### src/rtl/fx3_socket_arbiter_pkg.sv
// Shared constants for the FX3 socket arbiter: FSM state encodings and socket addresses.
package fx3_socket_arbiter_pkg;

  localparam logic [1:0] ST_IDLE      = 2'd0;
  localparam logic [1:0] ST_GRANT_IN  = 2'd1;
  localparam logic [1:0] ST_GRANT_OUT = 2'd2;
  localparam logic [1:0] ST_TURN      = 2'd3;

  localparam logic [1:0] IN_CH0  = 2'd0;
  localparam logic [1:0] IN_CH1  = 2'd1;
  localparam logic [1:0] OUT_CH0 = 2'd2;
  localparam logic [1:0] OUT_CH1 = 2'd3;

  localparam int SOCKET_DIR_BIT = 1;

  function automatic logic [1:0] sock_addr(input logic dir, input logic ch);
    logic [1:0] a;
    a                 = '0;
    a[SOCKET_DIR_BIT] = dir;
    a[0]              = ch;
    return a;
  endfunction

endpackage

### src/rtl/fx3_socket_arbiter_if.sv
// Flag, request, grant and done signals between the FX3 paths and the socket arbiter.
interface fx3_socket_arbiter_if;
  logic       i_master_rdy;
  logic       i_in_ch0_rdy;
  logic       i_in_ch1_rdy;
  logic       i_out_ch0_rdy;
  logic       i_out_ch1_rdy;
  logic       i_out_req;
  logic       i_in_done;
  logic       i_out_done;
  logic       o_in_grant;
  logic       o_out_grant;
  logic [1:0] o_socket_addr;
  logic       o_busy;
  logic       o_timeout;

  modport slave (
    input  i_master_rdy, i_in_ch0_rdy, i_in_ch1_rdy, i_out_ch0_rdy, i_out_ch1_rdy,
    input  i_out_req, i_in_done, i_out_done,
    output o_in_grant, o_out_grant, o_socket_addr, o_busy, o_timeout
  );

  modport master (
    output i_master_rdy, i_in_ch0_rdy, i_in_ch1_rdy, i_out_ch0_rdy, i_out_ch1_rdy,
    output i_out_req, i_in_done, i_out_done,
    input  o_in_grant, o_out_grant, o_socket_addr, o_busy, o_timeout
  );
endinterface

### src/rtl/fx3_socket_arbiter_pingpong_select.sv
// Ping-pong channel chooser: prefers the channel not used last, falls back to the ready one.
module fx3_pingpong_select (
  input  logic rdy0_i,
  input  logic rdy1_i,
  input  logic last_i,
  output logic valid_o,
  output logic ch_o
);

  assign valid_o = rdy0_i | rdy1_i;
  // last_i=1 means CH1 was used last, so CH0 is preferred
  assign ch_o    = last_i ? !rdy0_i : rdy1_i;

endmodule

### src/rtl/fx3_socket_arbiter.sv
// FX3 GPIF socket bus arbiter between inbound and outbound DMA paths with turnaround gap.
// Optional grant watchdog enabled by defining FX3_ARB_TIMEOUT_EN.
module fx3_socket_arbiter
  import fx3_socket_arbiter_pkg::*;
#(
  parameter int TURNAROUND_CYCLES = 2,
  parameter int TIMEOUT_CYCLES    = 65535
) (
  input logic                 clk,
  input logic                 rst,
  fx3_socket_arbiter_if.slave bus
);

  localparam logic [3:0] TURN_LAST = 4'(TURNAROUND_CYCLES - 1);

  logic [1:0] state_q, state_d;
  logic       in_grant_q, in_grant_d;
  logic       out_grant_q, out_grant_d;
  logic [1:0] addr_q, addr_d;
  logic       busy_q, busy_d;
  logic       timeout_q, timeout_d;
  logic       last_dir_q, last_dir_d;
  logic       last_in_q, last_in_d;
  logic       last_out_q, last_out_d;
  logic [3:0] turn_cnt_q, turn_cnt_d;

  logic in_valid, in_ch, out_valid, out_ch;
  logic in_req, out_req;

  fx3_pingpong_select u_sel_in (
    .rdy0_i  (bus.i_in_ch0_rdy),
    .rdy1_i  (bus.i_in_ch1_rdy),
    .last_i  (last_in_q),
    .valid_o (in_valid),
    .ch_o    (in_ch)
  );

  fx3_pingpong_select u_sel_out (
    .rdy0_i  (bus.i_out_ch0_rdy),
    .rdy1_i  (bus.i_out_ch1_rdy),
    .last_i  (last_out_q),
    .valid_o (out_valid),
    .ch_o    (out_ch)
  );

  assign in_req  = bus.i_master_rdy & in_valid;
  assign out_req = bus.i_master_rdy & bus.i_out_req & out_valid;

`ifdef FX3_ARB_TIMEOUT_EN
  localparam int             TO_W    = $clog2(TIMEOUT_CYCLES + 1);
  localparam logic [TO_W-1:0] TO_LAST = TO_W'(TIMEOUT_CYCLES - 1);
  logic [TO_W-1:0] to_cnt_q, to_cnt_d;
  logic            to_hit;
  assign to_hit = (to_cnt_q == TO_LAST);
`else
  logic unused_timeout_cfg;
  assign unused_timeout_cfg = (TIMEOUT_CYCLES != 0);
`endif

  always_comb begin
    state_d     = state_q;
    in_grant_d  = in_grant_q;
    out_grant_d = out_grant_q;
    addr_d      = addr_q;
    timeout_d   = 1'b0;
    last_dir_d  = last_dir_q;
    last_in_d   = last_in_q;
    last_out_d  = last_out_q;
    turn_cnt_d  = turn_cnt_q;
`ifdef FX3_ARB_TIMEOUT_EN
    to_cnt_d    = to_cnt_q;
`endif
    case (state_q)
      ST_IDLE: begin
        // on a tie the direction not served last goes first (last_dir=1 means out)
        if (in_req && (!out_req || last_dir_q)) begin
          state_d    = ST_GRANT_IN;
          in_grant_d = 1'b1;
          addr_d     = sock_addr(1'b0, in_ch);
          last_dir_d = 1'b0;
          last_in_d  = in_ch;
`ifdef FX3_ARB_TIMEOUT_EN
          to_cnt_d   = '0;
`endif
        end else if (out_req) begin
          state_d     = ST_GRANT_OUT;
          out_grant_d = 1'b1;
          addr_d      = sock_addr(1'b1, out_ch);
          last_dir_d  = 1'b1;
          last_out_d  = out_ch;
`ifdef FX3_ARB_TIMEOUT_EN
          to_cnt_d    = '0;
`endif
        end
      end
      ST_GRANT_IN, ST_GRANT_OUT: begin
        if ((state_q == ST_GRANT_IN) ? bus.i_in_done : bus.i_out_done) begin
          state_d     = ST_TURN;
          in_grant_d  = 1'b0;
          out_grant_d = 1'b0;
          turn_cnt_d  = '0;
`ifdef FX3_ARB_TIMEOUT_EN
        end else if (to_hit) begin
          state_d     = ST_TURN;
          in_grant_d  = 1'b0;
          out_grant_d = 1'b0;
          turn_cnt_d  = '0;
          timeout_d   = 1'b1;
        end else begin
          to_cnt_d = to_cnt_q + 1'b1;
`endif
        end
      end
      default: begin
        if (turn_cnt_q == TURN_LAST) begin
          state_d    = ST_IDLE;
          turn_cnt_d = '0;
        end else begin
          turn_cnt_d = turn_cnt_q + 4'd1;
        end
      end
    endcase
    busy_d = (state_d != ST_IDLE);
  end

  always_ff @(posedge clk) begin
    if (rst) begin
      state_q     <= ST_IDLE;
      in_grant_q  <= 1'b0;
      out_grant_q <= 1'b0;
      addr_q      <= IN_CH0;
      busy_q      <= 1'b0;
      timeout_q   <= 1'b0;
      last_dir_q  <= 1'b1;
      last_in_q   <= 1'b1;
      last_out_q  <= 1'b1;
      turn_cnt_q  <= '0;
`ifdef FX3_ARB_TIMEOUT_EN
      to_cnt_q    <= '0;
`endif
    end else begin
      state_q     <= state_d;
      in_grant_q  <= in_grant_d;
      out_grant_q <= out_grant_d;
      addr_q      <= addr_d;
      busy_q      <= busy_d;
      timeout_q   <= timeout_d;
      last_dir_q  <= last_dir_d;
      last_in_q   <= last_in_d;
      last_out_q  <= last_out_d;
      turn_cnt_q  <= turn_cnt_d;
`ifdef FX3_ARB_TIMEOUT_EN
      to_cnt_q    <= to_cnt_d;
`endif
    end
  end

  assign bus.o_in_grant    = in_grant_q;
  assign bus.o_out_grant   = out_grant_q;
  assign bus.o_socket_addr = addr_q;
  assign bus.o_busy        = busy_q;
  assign bus.o_timeout     = timeout_q;

endmodule

### src/flat_wrapper.sv
// flat-port wrapper written by rule: the top's interface ports become plain ports
module fx3_socket_arbiter_flat import fx3_socket_arbiter_pkg::*;
#(
  parameter int TURNAROUND_CYCLES = 2,
  parameter int TIMEOUT_CYCLES    = 65535
)
  (clk, rst, bus_i_master_rdy, bus_i_in_ch0_rdy, bus_i_in_ch1_rdy, bus_i_out_ch0_rdy, bus_i_out_ch1_rdy, bus_i_out_req, bus_i_in_done, bus_i_out_done, bus_o_in_grant, bus_o_out_grant, bus_o_socket_addr, bus_o_busy, bus_o_timeout);
  fx3_socket_arbiter_if bus_i ();
  input logic clk;
  input logic rst;
  input wire logic [$bits(bus_i.i_master_rdy)-1:0] bus_i_master_rdy;
  input wire logic [$bits(bus_i.i_in_ch0_rdy)-1:0] bus_i_in_ch0_rdy;
  input wire logic [$bits(bus_i.i_in_ch1_rdy)-1:0] bus_i_in_ch1_rdy;
  input wire logic [$bits(bus_i.i_out_ch0_rdy)-1:0] bus_i_out_ch0_rdy;
  input wire logic [$bits(bus_i.i_out_ch1_rdy)-1:0] bus_i_out_ch1_rdy;
  input wire logic [$bits(bus_i.i_out_req)-1:0] bus_i_out_req;
  input wire logic [$bits(bus_i.i_in_done)-1:0] bus_i_in_done;
  input wire logic [$bits(bus_i.i_out_done)-1:0] bus_i_out_done;
  output wire logic [$bits(bus_i.o_in_grant)-1:0] bus_o_in_grant;
  output wire logic [$bits(bus_i.o_out_grant)-1:0] bus_o_out_grant;
  output wire logic [$bits(bus_i.o_socket_addr)-1:0] bus_o_socket_addr;
  output wire logic [$bits(bus_i.o_busy)-1:0] bus_o_busy;
  output wire logic [$bits(bus_i.o_timeout)-1:0] bus_o_timeout;
  assign bus_i.i_master_rdy = bus_i_master_rdy;
  assign bus_i.i_in_ch0_rdy = bus_i_in_ch0_rdy;
  assign bus_i.i_in_ch1_rdy = bus_i_in_ch1_rdy;
  assign bus_i.i_out_ch0_rdy = bus_i_out_ch0_rdy;
  assign bus_i.i_out_ch1_rdy = bus_i_out_ch1_rdy;
  assign bus_i.i_out_req = bus_i_out_req;
  assign bus_i.i_in_done = bus_i_in_done;
  assign bus_i.i_out_done = bus_i_out_done;
  assign bus_o_in_grant = bus_i.o_in_grant;
  assign bus_o_out_grant = bus_i.o_out_grant;
  assign bus_o_socket_addr = bus_i.o_socket_addr;
  assign bus_o_busy = bus_i.o_busy;
  assign bus_o_timeout = bus_i.o_timeout;
  fx3_socket_arbiter #(.TURNAROUND_CYCLES(TURNAROUND_CYCLES), .TIMEOUT_CYCLES(TIMEOUT_CYCLES)) u_core (.clk(clk), .rst(rst), .bus(bus_i));
endmodule
### config.mk
export PLATFORM = sky130hd
export DESIGN_NAME = fx3_socket_arbiter_flat
export DESIGN_NICKNAME = d
export VERILOG_FILES = /design/src/rtl/fx3_socket_arbiter_pkg.sv /design/src/rtl/fx3_socket_arbiter_if.sv /design/src/rtl/fx3_socket_arbiter_pingpong_select.sv /design/src/rtl/fx3_socket_arbiter.sv /design/src/flat_wrapper.sv
export SDC_FILE = /design/constraint.sdc
export NUM_CORES = 1
export LEC_CHECK = 0
export BUFFER_PORTS_ARGS = -buffer_cell sky130_fd_sc_hd__buf_2
export CORE_UTILIZATION = 47
export DETAILED_ROUTE_END_ITERATION = 8
export MAX_ROUTING_LAYER = met4
export PLACE_DENSITY = 0.74
export SYNTH_ARGS = -nofsm -noshare
export SYNTH_HDL_FRONTEND = slang
export SYNTH_SLANG_ARGS = --single-unit
### constraint.sdc
create_clock -name clk -period 1.6 [get_ports clk]
set_input_delay 0.32 -clock clk [delete_from_list [all_inputs] [get_ports clk]]
set_output_delay 0.32 -clock clk [all_outputs]
set_load 0.005 [all_outputs]
==> results of run 1 <==
-- cell type report --
type | instances | area [um2] | area share (%)
multi-input cells | 72 | 528.0 | 53.35
well taps | 16 | 20.02 | 2.023
inverters | 7 | 26.28 | 2.655
flip-flops and latches | 14 | 285.3 | 28.82
clock buffers | 3 | 22.52 | 2.276
repair buffers | 19 | 107.6 | 10.87
-- power by group through the flow --
stage                     sequential [W]  combinational (W)  clock, W
after floorplan                 0.000504           0.000491         0
after global placement          0.000493           0.000713         0
after detailed placement        0.000499           0.000729         0
after CTS                       0.000491           0.000734  0.000198
after global routing            0.000513           0.000898  0.000215
final                           0.000499           0.000812  0.000190
-- repair_timing --
| item | CTS | global route |
|---|---|---|
| setup endpoints to repair | 1 | 6 |
| gates resized for setup | 1 | 11 |
| pin swaps | 0 | 1 |
| endpoints found under the hold margin | 0 | 0 |
-- state kept, by name, summed over array words and instances (netlist names) --
register and cells:
u_core.bus.o_out_grant 1, u_core.bus.o_busy 1, u_core.bus.o_in_grant 1, u_core.turn_cnt_q 4, u_core.last_in_q 1, u_core.bus.o_socket_addr 2
u_core.last_out_q 1, u_core.last_dir_q 1, u_core.state_q 2
-- worst reg2reg max path: cells and delay by family, from the launching register on --
family / cells / cell delay [ns]
compound gates: 1 / 0.10
fa+ha+maj: 1 / 0.20
buf+inv: 1 / 0.08
flops: 1 / 0.32
mux: 1 / 0.35
simple gates: 2 / 0.35
-- per-layer routing --
layer | vias up | part of all wire (%)
met5 | - | 0
met4 | 0 | 0.59
met3 | 2 | 3.9
met2 | 11 | 52
met1 | 368 | 44
li1 | 380 | -
-- worst min path at each step --
stage | to | from | slack, ns
finish | u_core.last_in_q$_SDFFE_PP1P_ | bus_i_in_ch0_rdy | 0.37
global route | u_core.last_in_q$_SDFFE_PP1P_ | bus_i_in_ch0_rdy | 0.40
CTS | u_core.last_in_q$_SDFFE_PP1P_ | bus_i_in_ch0_rdy | 0.36
detailed placement | u_core.bus.o_socket_addr[1]$_SDFFE_PP0P_ | u_core.bus.o_socket_addr[1]$_SDFFE_PP0P_ | 0.45
global placement | u_core.bus.o_socket_addr[1]$_SDFFE_PP0P_ | u_core.bus.o_socket_addr[1]$_SDFFE_PP0P_ | 0.44
floorplan | u_core.state_q[0]$_SDFF_PP0_ | rst | 0.39
-- cell families (layout without fill, tap and decap cells) --
kind of cell             after synthesis  after routing
AO/OA/AOI/OAI                         31             31
AND/OR/NAND/NOR                       31             31
flip-flops                            14             14
buffers and inverters                 10             29
adder cells (fa/ha/maj)                5              5
multiplexers                           4              4
other                                  1              1
-- through the flow --
step           hold slack (ns)  power (W)
3_3_place_gp            0.4436   0.001206
5_1_grt                 0.4021   0.001626
6_report                0.3726   0.001501
3_5_place_dp            0.4486   0.001228
2_1_floorplan           0.3919  0.0009947
4_1_cts                 0.3649   0.001423
-- cell usage in the layout (no fill, tap or decap), drive strengths merged, types with 2 or more instances in the layout --
cell type	n
ha	5
nand2	10
nor2	12
or2	2
a311oi	2
inv	7
a21oi	10
clkbuf	3
dfxtp	14
buf	19
mux2i	3
a211o	3
o21ai	9
==> reports/qor.yml, run 1 <==
sta:
  fmax_mhz: 661.4
  skew_ns: 0.004546
  post-route-period-util_pct: 94.49
  setup_tns_ns: 0
  setup_slack_ns: 0.08810
  min_period_ns: 1.512
  rsz0062_at_grt: "true"
  slew_viol_final: 0
  setup_violations: 0
  final_hold_viol_count: 0
yosys:
  synthAdderAreaFrac_pct: 7.634
  yosys_warnings: 0
  ys.flop_type: "dfxtp_1"
  synthSimpleGateAreaFrac_pct: 18.32
  synth_cell_types: 33
  syn_area_um2: 819.5
  netlist_top_cells_area: "dfxtp_1 34%, ha_1 7.6%, a21oi_1 6.1%"
  async_flop_share_pct: 0
  synth_xor_area_share_pct: 0
  seq_area_frac_synth_pct: 34.20
  synth_compound_area_share_pct: 28.85
  synth_top_family_by_area: "compound AO/OA/AOI/OAI gates"
  synth.mux.area_fraction_pct: 5.038
  synth_edf_count: 0
  synth_top_area_share_pct: 34.20
  synth_common_cells: "14 x dfxtp_1, 12 x nor2_1, 10 x a21oi_1"
  yosysTopAreaCell: "dfxtp_1"
  synth_seq_cells: 14
  avgSynthCellArea_um2: 8.537
  synth.most_common_cell: "dfxtp_1"
  syn_nets: 111
  netlist_instances: 96
grt:
  use_met1_pct: 23.90
  overflow: 0
  busiest_layer: "met2"
  grt_pass1_wl_mm: 2.898
  grtUsageMet3_pct: 6.250
  grtUsageTotal_pct: 21.07
  met2_usage_pct: 35.22
  antenna_found_initial: 0
  grt_max_degree: 14
  grt_pass1_vias: 722
clock_tree:
  postCtsHoldBufs: 0
  clock_tree.root_cell: "clkbuf_4"
  cts_made_buffers: 3
  clk_path_buf_depth: 2
  cts_max_level: 1
  clk_pin_slew_ns: 0.08
  postCtsSetupBuffers: 0
  clk_latency_ns: 0.27
  cts_tree: "built"
  cts_sinks: 14
place:
  hpwl_mm: 1.274
  dp_cells: 128
  pre_cts_ws_ns: 0.005249
  place_area_um2: 928.4
  globalplace.congestion: 0.8076
  port_buffers: 14
detailed_routing:
  wl_per_cell_um: 13.04
  route.detailed.drc: 1
  ant_nets: 0
  routed_wl_mm: 1.708
  drtIter0Drc: 6
  avgViaCountPerCell: 5.809
  via_count: 761
  drtPass1Iterations: 6
critical_path:
  crit_end: "u_core.bus.o_busy$_SDFF_PP0_"
  crit_family: "multiplexers"
  r2r-start: "u_core.state_q[1]$_SDFF_PP0_"
  rr_endpoint: "u_core.bus.o_busy$_SDFF_PP0_"
  crit_start: "u_core.state_q[1]$_SDFF_PP0_"
  critPathBufInv: 1
  rrSetupSlack_ns: 0.09
  required_ns: 1.77
  crit_chain: "inv_1 -> ha_2 -> mux2_2 -> nand2_1 -> a311oi_2 -> or2_1"
  crit_path_end_kind: "flip-flop"
  worstPathArrival_ns: 1.68
  reg2reg_depth: 6
  path_depth: 6
  cp_slowest_stage_delay_ns: 0.35
  critPathLaunchType: "flip-flop"
  path_max_fanout: 2
  cp_slowest_cell: "mux2_2"
  worstSetupPathType: "reg -> reg"
cells_and_area:
  areaGrowthSynthToFinish_pct: 20.76
  drive_gt1_share_pct: 36.52
  antennaDiodeCount: 0
  nets: 132
  final_area_um2: 989.7
  n_fill_cell: 152
  final_cell_count_no_fill: 131
  final_util_pct: 63.48
die:
  die_y_um: 43.76
  start_util_pct: 52.57
  die_w_um: 43.76
  rows: 14
  coreArea_um2: 1559
  io_pins: 16
  die_area_um2: 1915
power:
  pwr-share-seq_pct: 33.3
  p_int_w: 0.0009063
  leakage_nw: 0.4195
  comb_power_share_pct: 54.1
  p_sw_w: 0.0005950
  power_density_nw_per_um2: 1517
  irDropWorstVdd_uv: 786.1
  switching_share_pct: 39.63
  power_frac_clock_pct: 12.7
worst_hold_path:
  holdPathStages: 3
  hold_path.class: "in -> reg"
flow_run:
  drv_cap: 0
run_status:
  run_status: "finished, violations left"
  violations: "design-rule violations"
(Power assumes the default switching activity.)
==> run 2: changes to the inputs <==
--- a/config.mk
+++ b/config.mk
@@ -6,6 +6,7 @@
 export NUM_CORES = 1
 export LEC_CHECK = 0
 export BUFFER_PORTS_ARGS = -buffer_cell sky130_fd_sc_hd__buf_2
+export CORE_MARGIN = 4
 export CORE_UTILIZATION = 47
 export DETAILED_ROUTE_END_ITERATION = 8
 export MAX_ROUTING_LAYER = met4
==> run 2 against run 1 <==
Against the previous run: the run now ends clean; sequential cell count is the same; first-iteration DRC count shrank 67%; hold slack lost 0.010 ns; critical path type unchanged; largest cell class unchanged.
==> reports/qor.yml, run 2 (synthesized netlist as in run 1, its figures left out) <==
run_status:
  run_status: "finished, final reports clean"
grt:
  grt_pass1_wl_mm: 3.256  # +12%
  grtUsageTotal_pct: 17.68  # -3.4 points
  overflow: 0  # unchanged
  grtUsageMet3_pct: 7.229  # +0.98 points
  met2_usage_pct: 27.75  # -7.5 points
  grt_pass1_vias: 774  # +7.2%
  busiest_layer: "met2"
  grt_max_degree: 14  # unchanged
  use_met1_pct: 19.74  # -4.2 points
  antenna_found_initial: 0  # unchanged
critical_path:
  reg2reg_depth: 6  # unchanged
  rrSetupSlack_ns: 0.08  # about the same
  required_ns: 1.78  # about the same
  worstPathArrival_ns: 1.70  # +0.02 ns
  crit_path_end_kind: "flip-flop"
  path_max_fanout: 5  # +3
  worstSetupPathType: "reg -> reg"
  critPathLaunchType: "flip-flop"
cells_and_area:
  final_area_um2: 1030  # +4.0%
  nets: 134  # +1.5%
  largest_reg_flops: 4  # unchanged
  final_cell_mix: "14 x buf_2, 12 x dfxtp_1, 11 x nor2_1"
  areaGrowthSynthToFinish_pct: 25.65
  final_common_cell: "buf_2"
  final_util_pct: 65.32  # +1.8 points
  top_register: "u_core.turn_cnt_q"
  drive_gt1_share_pct: 39.83  # +3.3 points
  antennaDiodeCount: 0  # unchanged
detailed_routing:
  avgViaCountPerCell: 5.672  # -2.4%
  drtIter0Drc: 2  # -4
  routed_wl_mm: 1.797  # +5.2%
  wl_per_cell_um: 13.41  # +2.9%
  route.detailed.drc: 0  # -1
  ant_nets: 0  # unchanged
  drtPass1Iterations: 3  # -3
  via_count: 760  # -0.13%
sta:
  hold_ws_ns: 0.3622  # -0.01039 ns
  setup_violations: 0  # unchanged
  final_hold_viol_count: 0  # unchanged
  setup_slack_ns: 0.08198  # -0.006119 ns
  post-route-period-util_pct: 94.88  # +0.38 points
  fmax_mhz: 658.8  # -0.40%
  slew_viol_final: 0  # unchanged
  min_period_ns: 1.518  # +0.006119 ns
  skew_ns: 0.002504  # -0.002041 ns
die:
  die_w_um: 49.76  # +14%
  coreArea_um2: 1577  # +1.1%
  start_util_pct: 51.98  # -0.58 points
  rows: 14  # unchanged
  die_area_um2: 2476  # +29%
  die_y_um: 49.76  # +14%
  io_pins: 16  # unchanged
place:
  port_buffers: 14  # unchanged
  globalplace.congestion: 0.8731  # +8.1%
  hpwl_mm: 1.396  # +9.6%
  pre_cts_ws_ns: 0.02225  # +0.01700 ns
  place_area_um2: 943.4  # +1.6%
clock_tree:
  cts_made_buffers: 3  # unchanged
  clk_latency_ns: 0.28  # about the same
  clock_tree.root_cell: "clkbuf_4"
  cts_sinks: 14  # unchanged
  clk_pin_slew_ns: 0.08  # about the same
  clk_path_buf_depth: 2  # unchanged
  cts_tree: "built"
  cts_max_level: 1  # unchanged
  postCtsSetupBuffers: 0  # unchanged
worst_hold_path:
  hold_path.class: "in -> reg"
  holdPathStages: 3  # unchanged
flow_run:
  drv_cap: 0  # unchanged
power:
  irDropWorstVdd_uv: 815.9  # +3.8%
  power_density_nw_per_um2: 1604  # +5.7%
  leakage_nw: 0.4407  # +5.1%
  total_power_w: 0.001652  # +10%
run 2: final cells by class:
type,instances,area (um2)
Fill cell,130,546.8
Multi-Input combinational cell,72,539.3
Sequential cell,14,285.3
Timing Repair Buffer,21,122.6
Clock buffer,4,36.28
Inverter,7,26.28
Tap cell,16,20.02
run 2: where the power goes:
part | internal (W) | switching [W]
combinational | 0.000436 | 0.000464
sequential | 0.000439 | 0.0000573
clock | 0.000139 | 0.000116
run 2: worst paths after layout:
check / endpoint / from
setup reg to reg: u_core.bus.o_busy$_SDFF_PP0_ / u_core.turn_cnt_q[1]$_SDFFE_PP0P_
setup / recovery: u_core.bus.o_busy$_SDFF_PP0_ / u_core.turn_cnt_q[1]$_SDFFE_PP0P_
hold / removal: u_core.last_in_q$_SDFFE_PP1P_ / bus_i_in_ch0_rdy
hold reg to reg: u_core.bus.o_socket_addr[1]$_SDFFE_PP0P_ / u_core.bus.o_socket_addr[1]$_SDFFE_PP0P_
run 2: repair_timing:
item	4_1_cts	5_1_grt
endpoints found under the setup margin	0	7
hold buffers	0	0
resized for setup	0	15
run 2: through the flow:
| stage | TNS, ns | instances |
|---|---|---|
| 6_report | 0 | 134 |
| 3_5_place_dp | 0 | 130 |
| 5_1_grt | -0.006874 | 134 |
| 3_3_place_gp | 0 | 130 |
| 4_1_cts | 0 | 134 |
| 2_1_floorplan | 0 | 96 |
run 2: critical path: stages, from the launching register on:
cell and delay (ns):
dfxtp_2 0.35, inv_1 0.05, ha_1 0.14, or3b_4 0.41, a21oi_2 0.16, a311oi_2 0.06, or2_1 0.23
run 2: layer usage:
| layer | vias to the layer above | part of all wire, % |
|---|---|---|
| met5 | - | 0 |
| met4 | 0 | 2.8 |
| met3 | 8 | 4.6 |
| met2 | 17 | 48 |
| met1 | 351 | 44 |
| li1 | 384 | - |
